==> config.mk <==
export PLATFORM = sky130hd
export DESIGN_NAME = qnna_job_ctrl
export DESIGN_NICKNAME = d
export VERILOG_FILES = /design/src/rtl/qnna_pkg.sv /design/src/rtl/qnna_ch_fsm.sv /design/src/rtl/qnna_job_ctrl.sv
export SDC_FILE = /design/constraint.sdc
export NUM_CORES = 1
export LEC_CHECK = 0
export BUFFER_PORTS_ARGS = -buffer_cell sky130_fd_sc_hd__buf_2
export CAP_MARGIN = 10
export CORE_UTILIZATION = 53
export DETAILED_ROUTE_END_ITERATION = 10
export GPL_TIMING_DRIVEN = 0
export PLACE_DENSITY = 0.79
export SLEW_MARGIN = 25
export SYNTH_ARGS = -nofsm -noshare
export SYNTH_HDL_FRONTEND = slang
export SYNTH_SLANG_ARGS = --single-unit
==> constraint.sdc <==
create_clock -name clk -period 3.1 [get_ports clk]
set_clock_uncertainty 0.05 [all_clocks]
set_input_delay 0.62 -clock clk [delete_from_list [all_inputs] [get_ports clk]]
set_output_delay 0.62 -clock clk [all_outputs]
set_load 0.01 [all_outputs]
==> src/rtl/qnna_pkg.sv <==
// qnna_pkg: shared types and constants for the QNNA job controller.
//   ch_state_e    per-channel job state (IDLE/START/BUSY)
//   CTRL_*        bit positions inside the 32-bit control word
//   ST_*_LSB      lane offsets of the packed 32-bit status word
//   popcnt8()     number of set bits in an 8-bit vector
package qnna_pkg;

  typedef enum logic [1:0] {
    CH_IDLE  = 2'd0,
    CH_START = 2'd1,
    CH_BUSY  = 2'd2
  } ch_state_e;

  localparam int unsigned CTRL_RELU   = 0;
  localparam int unsigned CTRL_INT_EN = 3;
  localparam int unsigned CTRL_TO_EN  = 4;

  localparam int unsigned ST_DONE_LSB = 0;
  localparam int unsigned ST_BUSY_LSB = 8;
  localparam int unsigned ST_PEND_LSB = 16;
  localparam int unsigned ST_TOUT_LSB = 24;

  function automatic logic [3:0] popcnt8(input logic [7:0] v);
    logic [3:0] cnt;
    cnt = '0;
    for (int unsigned i = 0; i < 8; i++) begin
      cnt = cnt + {3'b000, v[i]};
    end
    return cnt;
  endfunction

endpackage

==> src/rtl/qnna_ch_fsm.sv <==
// qnna_ch_fsm: one MAC channel's job FSM with a one-deep pending-kick slot,
// a saturating watchdog and sticky write-1-to-clear done/timeout flags.
// Ports:
//   clk, rst_n     clock, synchronous active-low reset
//   kick_i         start request (queued if the channel is already running)
//   clr_i          W1C pulse for done/tout (a same-cycle set wins)
//   mac_done_i     completion pulse from the engine (ignored outside BUSY)
//   to_en_i        watchdog enable
//   to_lim_i       watchdog limit, 0 disables
//   mac_start_o    one-cycle launch pulse (channel in START)
//   busy_o         channel in START or BUSY
//   pend_o         queued kick present
//   done_o/tout_o  sticky flags
//   done_evt_o     completion accepted this cycle (feeds the job counter)
module qnna_ch_fsm
  import qnna_pkg::*;
#(
  parameter int unsigned TO_W = 16
) (
  input  logic            clk,
  input  logic            rst_n,
  input  logic            kick_i,
  input  logic            clr_i,
  input  logic            mac_done_i,
  input  logic            to_en_i,
  input  logic [TO_W-1:0] to_lim_i,
  output logic            mac_start_o,
  output logic            busy_o,
  output logic            pend_o,
  output logic            done_o,
  output logic            tout_o,
  output logic            done_evt_o
);

  ch_state_e       state_q, state_d;
  logic            pend_q, pend_d;
  logic            done_q, done_d;
  logic            tout_q, tout_d;
  logic [TO_W-1:0] wd_q, wd_d;
  logic [TO_W-1:0] wd_inc;
  logic            wd_hit;

  // wd_q holds the count of completed BUSY cycles; the value for the current
  // cycle is one more, so the first BUSY cycle compares as count 1.
  assign wd_inc = (wd_q == '1) ? wd_q : wd_q + 1'b1;
  assign wd_hit = to_en_i && (to_lim_i != '0) && (wd_inc == to_lim_i);

  always_comb begin
    state_d    = state_q;
    pend_d     = pend_q;
    wd_d       = wd_q;
    done_d     = done_q & ~clr_i;
    tout_d     = tout_q & ~clr_i;
    done_evt_o = 1'b0;
    unique case (state_q)
      CH_IDLE: begin
        if (kick_i) state_d = CH_START;
      end
      CH_START: begin
        wd_d    = '0;
        state_d = CH_BUSY;
        if (kick_i) pend_d = 1'b1;
      end
      CH_BUSY: begin
        wd_d = wd_inc;
        if (mac_done_i) begin
          done_d     = 1'b1;
          done_evt_o = 1'b1;
          // A kick arriving with the completion is latched and consumed at once.
          if (pend_q || kick_i) begin
            state_d = CH_START;
            pend_d  = 1'b0;
          end else begin
            state_d = CH_IDLE;
          end
        end else if (wd_hit) begin
          state_d = CH_IDLE;
          tout_d  = 1'b1;
          pend_d  = 1'b0;
        end else if (kick_i) begin
          pend_d = 1'b1;
        end
      end
      default: state_d = CH_IDLE;
    endcase
  end

  always_ff @(posedge clk) begin
    if (!rst_n) begin
      state_q <= CH_IDLE;
      pend_q  <= 1'b0;
      done_q  <= 1'b0;
      tout_q  <= 1'b0;
      wd_q    <= '0;
    end else begin
      state_q <= state_d;
      pend_q  <= pend_d;
      done_q  <= done_d;
      tout_q  <= tout_d;
      wd_q    <= wd_d;
    end
  end

  assign mac_start_o = (state_q == CH_START);
  assign busy_o      = (state_q != CH_IDLE);
  assign pend_o      = pend_q;
  assign done_o      = done_q;
  assign tout_o      = tout_q;

endmodule

==> src/rtl/qnna_job_ctrl.sv <==
// qnna_job_ctrl: multi-channel job controller for the QNNA MAC engines.
// Ports:
//   clk, rst_n     clock, synchronous active-low reset
//   kick_i         per-channel start request
//   clr_i          per-channel W1C for done/tout
//   ctrl_i         bit0 relu_en, bit3 int_en, bit4 timeout_en
//   irq_mask_i     per-channel interrupt enable
//   to_lim_i       watchdog limit (0 disables)
//   mac_done_i     per-channel engine completion pulse
//   mac_start_o    per-channel launch pulse
//   relu_en_o      ctrl_i[0] passthrough
//   busy_o/pend_o/done_o/tout_o  per-channel status
//   status_o       {tout, pend, busy, done}, 8-bit lanes, unused lanes zero
//   job_cnt_o      wrapping count of all completions
//   irq_o          masked interrupt from the sticky flags
module qnna_job_ctrl
  import qnna_pkg::*;
#(
  parameter int unsigned NUM_CH = 4,
  parameter int unsigned TO_W   = 16,
  parameter int unsigned CNT_W  = 16
) (
  input  logic              clk,
  input  logic              rst_n,
  input  logic [NUM_CH-1:0] kick_i,
  input  logic [NUM_CH-1:0] clr_i,
  input  logic [31:0]       ctrl_i,
  input  logic [NUM_CH-1:0] irq_mask_i,
  input  logic [TO_W-1:0]   to_lim_i,
  input  logic [NUM_CH-1:0] mac_done_i,
  output logic [NUM_CH-1:0] mac_start_o,
  output logic              relu_en_o,
  output logic [NUM_CH-1:0] busy_o,
  output logic [NUM_CH-1:0] pend_o,
  output logic [NUM_CH-1:0] done_o,
  output logic [NUM_CH-1:0] tout_o,
  output logic [31:0]       status_o,
  output logic [CNT_W-1:0]  job_cnt_o,
  output logic              irq_o
);

  logic [NUM_CH-1:0] done_evt;
  logic [CNT_W-1:0]  job_cnt_q, job_cnt_d;
  logic              unused_ctrl;

  assign unused_ctrl = ^{ctrl_i[31:5], ctrl_i[2:1]};

  for (genvar g = 0; g < NUM_CH; g++) begin : g_ch
    qnna_ch_fsm #(
      .TO_W(TO_W)
    ) u_ch (
      .clk        (clk),
      .rst_n      (rst_n),
      .kick_i     (kick_i[g]),
      .clr_i      (clr_i[g]),
      .mac_done_i (mac_done_i[g]),
      .to_en_i    (ctrl_i[CTRL_TO_EN]),
      .to_lim_i   (to_lim_i),
      .mac_start_o(mac_start_o[g]),
      .busy_o     (busy_o[g]),
      .pend_o     (pend_o[g]),
      .done_o     (done_o[g]),
      .tout_o     (tout_o[g]),
      .done_evt_o (done_evt[g])
    );
  end

  assign job_cnt_d = job_cnt_q + CNT_W'(popcnt8(8'(done_evt)));

  always_ff @(posedge clk) begin
    if (!rst_n) begin
      job_cnt_q <= '0;
    end else begin
      job_cnt_q <= job_cnt_d;
    end
  end

  always_comb begin
    status_o = '0;
    status_o[ST_DONE_LSB +: 8] = 8'(done_o);
    status_o[ST_BUSY_LSB +: 8] = 8'(busy_o);
    status_o[ST_PEND_LSB +: 8] = 8'(pend_o);
    status_o[ST_TOUT_LSB +: 8] = 8'(tout_o);
  end

  assign job_cnt_o = job_cnt_q;
  assign relu_en_o = ctrl_i[CTRL_RELU];
  assign irq_o     = ctrl_i[CTRL_INT_EN] & (|((done_o | tout_o) & irq_mask_i));

endmodule

After elaboration in Yosys (flattened, before gate mapping)

Cells that the tools add are included.
W data, S select, Z words.

RAM bits: 0
Output and inout bits: 70
Flip-flop bits (word level): 100
Memories: 0
Bits in latches: 0
Logic and storage cells: 179
ROM bits: 0
Input port bits: 66

Shift-type cells: 0
Multiply operators: 0
Add/subtract/negate cells: 8
Equal/unequal tests: 28
Divide/modulo/power cells: 0
Muxes and demuxes: 76
Order comparisons: 0
Bitwise operators: 15
Reductions and logical operators: 31

Operator list:

| cell                    | count |
|---|---|
| $pmux W16 S2            | 4 |
| $add A16 B1 Y16 const B | 4 |
| $eq A16 B16 Y1          | 4 |
| $eq A16 B16 Y1 const B  | 4 |
| $mux W16                | 4 |
| $mux W1                 | 48 |
| $mux W2                 | 12 |
| $ne A3 B2 Y1 const B    | 8 |
| $pmux W2 S3             | 4 |
| $add A16 B4 Y16         | 1 |
| $reduce_and A2 Y1       | 8 |
| $reduce_bool A16 Y1     | 1 |
| $reduce_bool A2 Y1      | 8 |
| $and A1 B1 Y1           | 9 |
| $eq A2 B1 Y1 const B    | 4 |
| $eq A2 B2 Y1 const B    | 4 |
| $logic_not A2 Y1        | 4 |
| $ne A2 B2 Y1 const B    | 4 |
| $pmux W1 S2             | 4 |
| $logic_and A1 B1 Y1     | 5 |
| $add A3 B1 Y4           | 1 |
| $and A4 B4 Y4           | 1 |
| $logic_or A1 B1 Y1      | 4 |
| $not A1 Y1              | 4 |
| 4 further kinds         | 4 |

Longest topological paths before layout

Depth after elaboration: 7
Mapped depth: 13
Depth with buffers taken out: 11

Modules after synthesis

From an unflattened synthesis, not the netlist that was laid out.

Cell total of the unflattened synthesis: 1182
Area total of the unflattened synthesis: 8739.6 sq um

By module, submodules not included:

| module        | area an instance (sq um) | cells each | sequential area each (sq um) | instances |
|---|---|---|---|---|
| qnna_ch_fsm   | 1913.1                   | 265        | 420.4                        | 4 |
| qnna_job_ctrl | 1087.3                   | 122        | 320.3                        | 1 |

Least setup slack after synthesis

Ideal clock, no wire load.

Path kind: register to register
From: register g_ch[0].u_ch.state_q[0]
To: register job_cnt_q[10], in the netlist job_cnt_o[10]
Arrival: 3.134 ns
Stages on the path, launching flop included: 14
Required time: 2.922 ns
Setup slack: -0.211 ns
Setup time: 0.128 ns
Period minus slack after synthesis: 3.311 ns
Path buffers: 3
Cells stage by stage: dfxtp_1 inv_1 ha_1 clkbuf_1 clkbuf_1 nand2_1 fa_1 fa_1 fa_1 nor2b_1 clkbuf_1 nand4_1 xnor2_1 nor2_1

Longest elaborated chain between the ends: 6

Ends and longest elaborated chain:

| what                   | line                | source |
|---|---|---|
| start, declared        | qnna_ch_fsm.sv:35   | `ch_state_e state_q, state_d;` |
| start signal, assigned | qnna_ch_fsm.sv:96   | `state_q <= state_d;` |
| $eq A2 B2 Y1           | qnna_ch_fsm.sv:55   | `unique case (state_q)` |
| $mux W1                | qnna_ch_fsm.sv:55   |  |
| $add A1 B1 Y2          | qnna_pkg.sv:27      | `cnt = cnt + {3'b000, v[i]};` |
| $add A2 B1 Y3          | qnna_pkg.sv:27      |  |
| $add A3 B1 Y4          | qnna_pkg.sv:27      |  |
| $add A16 B4 Y16        | qnna_job_ctrl.sv:68 | `assign job_cnt_d = job_cnt_q + CNT_W'(popcnt8(8'(done_evt)));` |
| end signal, assigned   | qnna_job_ctrl.sv:74 | `job_cnt_q <= job_cnt_d;` |
| end, declared          | qnna_job_ctrl.sv:43 | `logic [CNT_W-1:0] job_cnt_q, job_cnt_d;` |

No other way between the ends.
A chain may end at the register's enable or synchronous reset.

Worst setup path after layout

From: register g_ch[3].u_ch.wd_q[1]
To: register g_ch[3].u_ch.tout_q

Longest elaborated chain between the ends: 7
Elaborated cells between the ends (all ways): 8
Those cells by class: 1 x add/sub; 2 x eq/ne; 4 x mux; 1 x reduce/logical

Ends and longest elaborated chain:

| what                                                     | line               | source |
|---|---|---|
| start, declared                                          | qnna_ch_fsm.sv:39  | `logic [TO_W-1:0] wd_q, wd_d;` |
| start signal, assigned                                   | qnna_ch_fsm.sv:100 | `wd_q <= wd_d;` |
| $add A16 B1 Y16 / $eq A16 B16 Y1 (equally long branches) | qnna_ch_fsm.sv:45  | `assign wd_inc = (wd_q == '1) ? wd_q : wd_q + 1'b1;` |
| $mux W16 (*)                                             | qnna_ch_fsm.sv:45  |  |
| $eq A16 B16 Y1 (*)                                       | qnna_ch_fsm.sv:46  | `assign wd_hit = to_en_i && (to_lim_i != '0) && (wd_inc == to_lim_i);` |
| $logic_and A1 B1 Y1 (*)                                  | qnna_ch_fsm.sv:46  |  |
| $mux W1 (*)                                              | qnna_ch_fsm.sv:76  | `end else if (wd_hit) begin` |
| $mux W1 (*)                                              | qnna_ch_fsm.sv:66  | `if (mac_done_i) begin` |
| $mux W1 (*)                                              | qnna_ch_fsm.sv:55  |  |
| end signal, assigned                                     | qnna_ch_fsm.sv:99  | `tout_q <= tout_d;` |
| end, declared                                            | qnna_ch_fsm.sv:38  | `logic tout_q, tout_d;` |

Every way passes the cells marked *; elsewhere a longest branch is shown, timed or not.

==> impl_results.md <==
- Top-count cell post-synth: nand2_1
- RR Endpoint: g_ch[3].u_ch.tout_o$_SDFF_PN0_
- Post-Syn Instances: 1,128
- Synth warn: 0
- Total of max-cap violations: 0
- WP data arrival: ~3.4 ns
- Num CTS Buffers: 9
- Final Power: 4.69 mW
- Synthesized area: 8290 um^2
- Maximum fanout along the worst path: 6
- Placement Cell Area: 9000 um^2
- Cell-by-cell listing of the critical path: ha_4, nand4_1, or4_4, nand4_1, mux2i_1, nand4_1, or4_4, or4_4, a21oi_2
- Dpl hpwl: 18,200 um
- Initial DRC Count: between 900 and 1,000
- Final Critical Period: 3.16 ns
- Worst setup EP type: flip-flop
- Switching fraction of total power: 0.404
- H-tree levels: 3
- Post-CTS Hold Fix Bufs: 0
- Critical Path Source Type: flip-flop
- Max frequency: around 0.32 GHz
- P per Cell Area: 475 nW/um^2
- Worst hold path depth: 2
- Initial antenna violation count: 1
- Vert. Die Dim: 127 um
- R2R depth: 9
- Largest cells by area after synthesis: dfxtp_1, nand2_1, xnor2_1, a21oi_1, buf_4
- Die Span X: 127 um
- Final #Nets: ~1,400
- Largest net degree at the start of global routing: 20
- Layout overhead on the synthesized area: 19.2%
- Number of global-route vias before repair: 7,613
- Ant. Diodes: 0
- Seq/Total Area, Yosys: 0.241
- Setup ws final: -0.0599 ns
- CTS max path bufs: 2
- GRT overflow: 0
- Top-area cell type share of the netlist area: 0.241
- First-pass iteration count of the detailed router: 6
- Outcome: finished, violations left
- Flop-to-flop setup slack: -0.06 ns
- Clock transition at path regs: approximately 0.080 ns
- Drt via density: 6.01
- Worst-skew pair later-pin latency: 0.36 ns
- Post-synth EDFFs: 0
- Share of layout cells above drive strength 1: 0.222
- Placeable Area: between 15,000 and 20,000 um^2
- Clock power share: 0.268
- Fin Setup TNS: -0.0724 ns
- Net Sw Power: 1.89 mW
- Seq cells post-synth: 100
- Maximum vdd drop: 0.470 mV
- CP delay by family, top: simple AND/OR/NAND/NOR gates
- TritonCTS clock tree: built
- Logic gate share of total power: 0.422
- WL/cell: 18.2 um
- Die area: 16,200 um^2
- Crit path from: g_ch[3].u_ch.wd_q[1]$_SDFFE_PN0P_
- Worst path bufs/invs: 0
- Post-DRT Antenna Nets: 0
- Final worst-path cycle share: 1.02
- Top_reg_cell synth: dfxtp_1
- Remaining DRCs: 0
- FF-to-FF Start: g_ch[3].u_ch.wd_q[1]$_SDFFE_PN0P_
- Most frequent cells after synthesis: nand2_1, dfxtp_1, nor2_1, a21oi_1, buf_4
- Clock sink count: 100
- Drt total wl: 26,900 um
- Overall Global Routing Usage: 0.322
- Final instance area: 9890 um^2
- Top Ports: 136
- Crit path required time: between 3 and 4 ns
- Hold crit path type: flip-flop to flip-flop
- Distinct cells, synth: between 70 and 80
- RSZ-0062 raised after global routing: yes
- First-pass GRT wire length: 40,900 um
- Failing checks: negative setup slack
- Worst setup path class: flip-flop to flip-flop
- Sequential Power Share: 0.310
- Port buffer count: 74
- RePlAce Congestion: 0.966
- Mean post-synth cell area: 7.35 um^2
- Slowest-stage cell, CP: or4_4
- Leakage: 3.90 nW
- Synth async-reset ratio: 0
- Fin. max-slew vios: 0
- Int Power: 2.80 mW
- Setup crit end: g_ch[3].u_ch.tout_o$_SDFF_PN0_
- Row cnt: 45
- Worst Max-Slew Pin Slew: around 0.9 ns
- Leading area contributor after synthesis: dfxtp_1
- Root Buffer: clkbuf_16
- Critical Path Max Stage Delay: 0.62 ns
- Setup Viol. Count Final: 2
- Initial Util: 0.544
- WP depth: 9
- DR vias: 8,871
- Final hold viol count: 0
- Max-Slew Margin vs Limit: 0.408
-- registers in the layout (all words and copies together), names as in the netlist --
signal / count
g_ch.u_ch.done_o: 4
g_ch.u_ch.pend_o: 4
g_ch.u_ch.state_q: 8
g_ch.u_ch.tout_o: 4
g_ch.u_ch.wd_q: 64
job_cnt_o: 16
-- cell usage in the layout, fill, tap and decap left out, types with 18 or more instances in the layout --
master / netlist / layout
a211oi_1: 19 / 19
a21oi_1: 86 / 84
buf_2: 12 / 84
buf_4: 56 / 95
clkbuf_1: 51 / 41
dfxtp_1: 100 / 93
inv_1: 46 / 46
mux2i_1: 18 / 18
nand2_1: 147 / 144
nand2b_1: 18 / 18
nand3_1: 45 / 42
nand4_1: 31 / 31
nor2_1: 94 / 94
nor3_1: 41 / 40
o21ai_0: 35 / 35
xnor2_1: 55 / 55
xor2_1: 32 / 32
-- worst reg2reg max path, cell delays in order, from the launching register on --
cell	delay [ns]
dfxtp_4	0.37
ha_4	0.14
nand4_1	0.16
or4_4	0.62
nand4_1	0.21
mux2i_1	0.26
nand4_1	0.11
or4_4	0.48
or4_4	0.56
a21oi_2	0.13
-- worst min-delay path by stage --
stage                                    startpoint                                   end  slack (ns)
6_report       g_ch[3].u_ch.state_q[1]$_SDFFE_PN0P_  g_ch[3].u_ch.state_q[1]$_SDFFE_PN0P_        0.45
5_1_grt        g_ch[3].u_ch.state_q[1]$_SDFFE_PN0P_  g_ch[3].u_ch.state_q[1]$_SDFFE_PN0P_        0.47
4_1_cts        g_ch[3].u_ch.state_q[0]$_SDFFE_PN0P_  g_ch[3].u_ch.state_q[0]$_SDFFE_PN0P_        0.45
3_5_place_dp   g_ch[3].u_ch.state_q[0]$_SDFFE_PN0P_  g_ch[3].u_ch.state_q[0]$_SDFFE_PN0P_        0.44
3_3_place_gp         g_ch[2].u_ch.tout_o$_SDFF_PN0_        g_ch[2].u_ch.tout_o$_SDFF_PN0_        0.44
2_1_floorplan        g_ch[0].u_ch.tout_o$_SDFF_PN0_        g_ch[0].u_ch.tout_o$_SDFF_PN0_        0.42
-- stage by stage --
stage / util / hold WS [ns] / setup WS, ns / instances
finish: 0.648 / 0.452 / -0.0599 / 1476
global route: 0.648 / 0.472 / -0.0684 / 1476
CTS: 0.631 / 0.452 / 0.0134 / 1464
detailed placement: 0.590 / 0.442 / -0.433 / 1428
global placement: 0.589 / 0.438 / -0.889 / 1428
floorplan: - / 0.416 / 0.0444 / 1143
-- area by class of cell --
class                           instances  area, um^2
Timing Repair Buffer                  114         683
Clock inverter                          5        65.1
Fill cell                            1347        5370
Multi-Input combinational cell        858        5580
Buffer                                130         848
Sequential cell                       100        2020
Clock buffer                           11         253
Tap cell                              211         264
Inverter                               47         176
-- power by group through the flow --
stage / registers (mW) / logic [mW] / clock network, mW
CTS: 1.45 / 1.92 / 1.25
floorplan: 1.46 / 1.32 / 0
finish: 1.45 / 1.98 / 1.26
global route: 1.47 / 2.16 / 1.30
global placement: 1.48 / 1.85 / 0
detailed placement: 1.48 / 1.87 / 0
-- cells by family after synthesis --
family,synth area share
DFF,0.241
buffers and inverters,0.125
xor gates and xnor gates,0.0946
adders and majority gates,0.0389
other,0.000452
and+or+nand+nor,0.297
muxes,0.0285
AOI/OAI and AO/OA,0.174
-- metal layers --
layer | vias up | part of all wire | global-route usage
met3 | 100 | 0.098 | 0.0724
met2 | 506 | 0.44 | 0.505
li1 | 4171 | - | -
met4 | 0 | 0.043 | 0.139
met5 | - | 0 | 0
met1 | 4094 | 0.42 | 0.426
-- what timing repair did --
action | CTS | global route
gates resized for setup | 30 | 38
pin swaps | 9 | 20
buffers inserted | 25 | 16
endpoints found under the setup margin | 29 | 23
(Power assumes the default switching activity.)
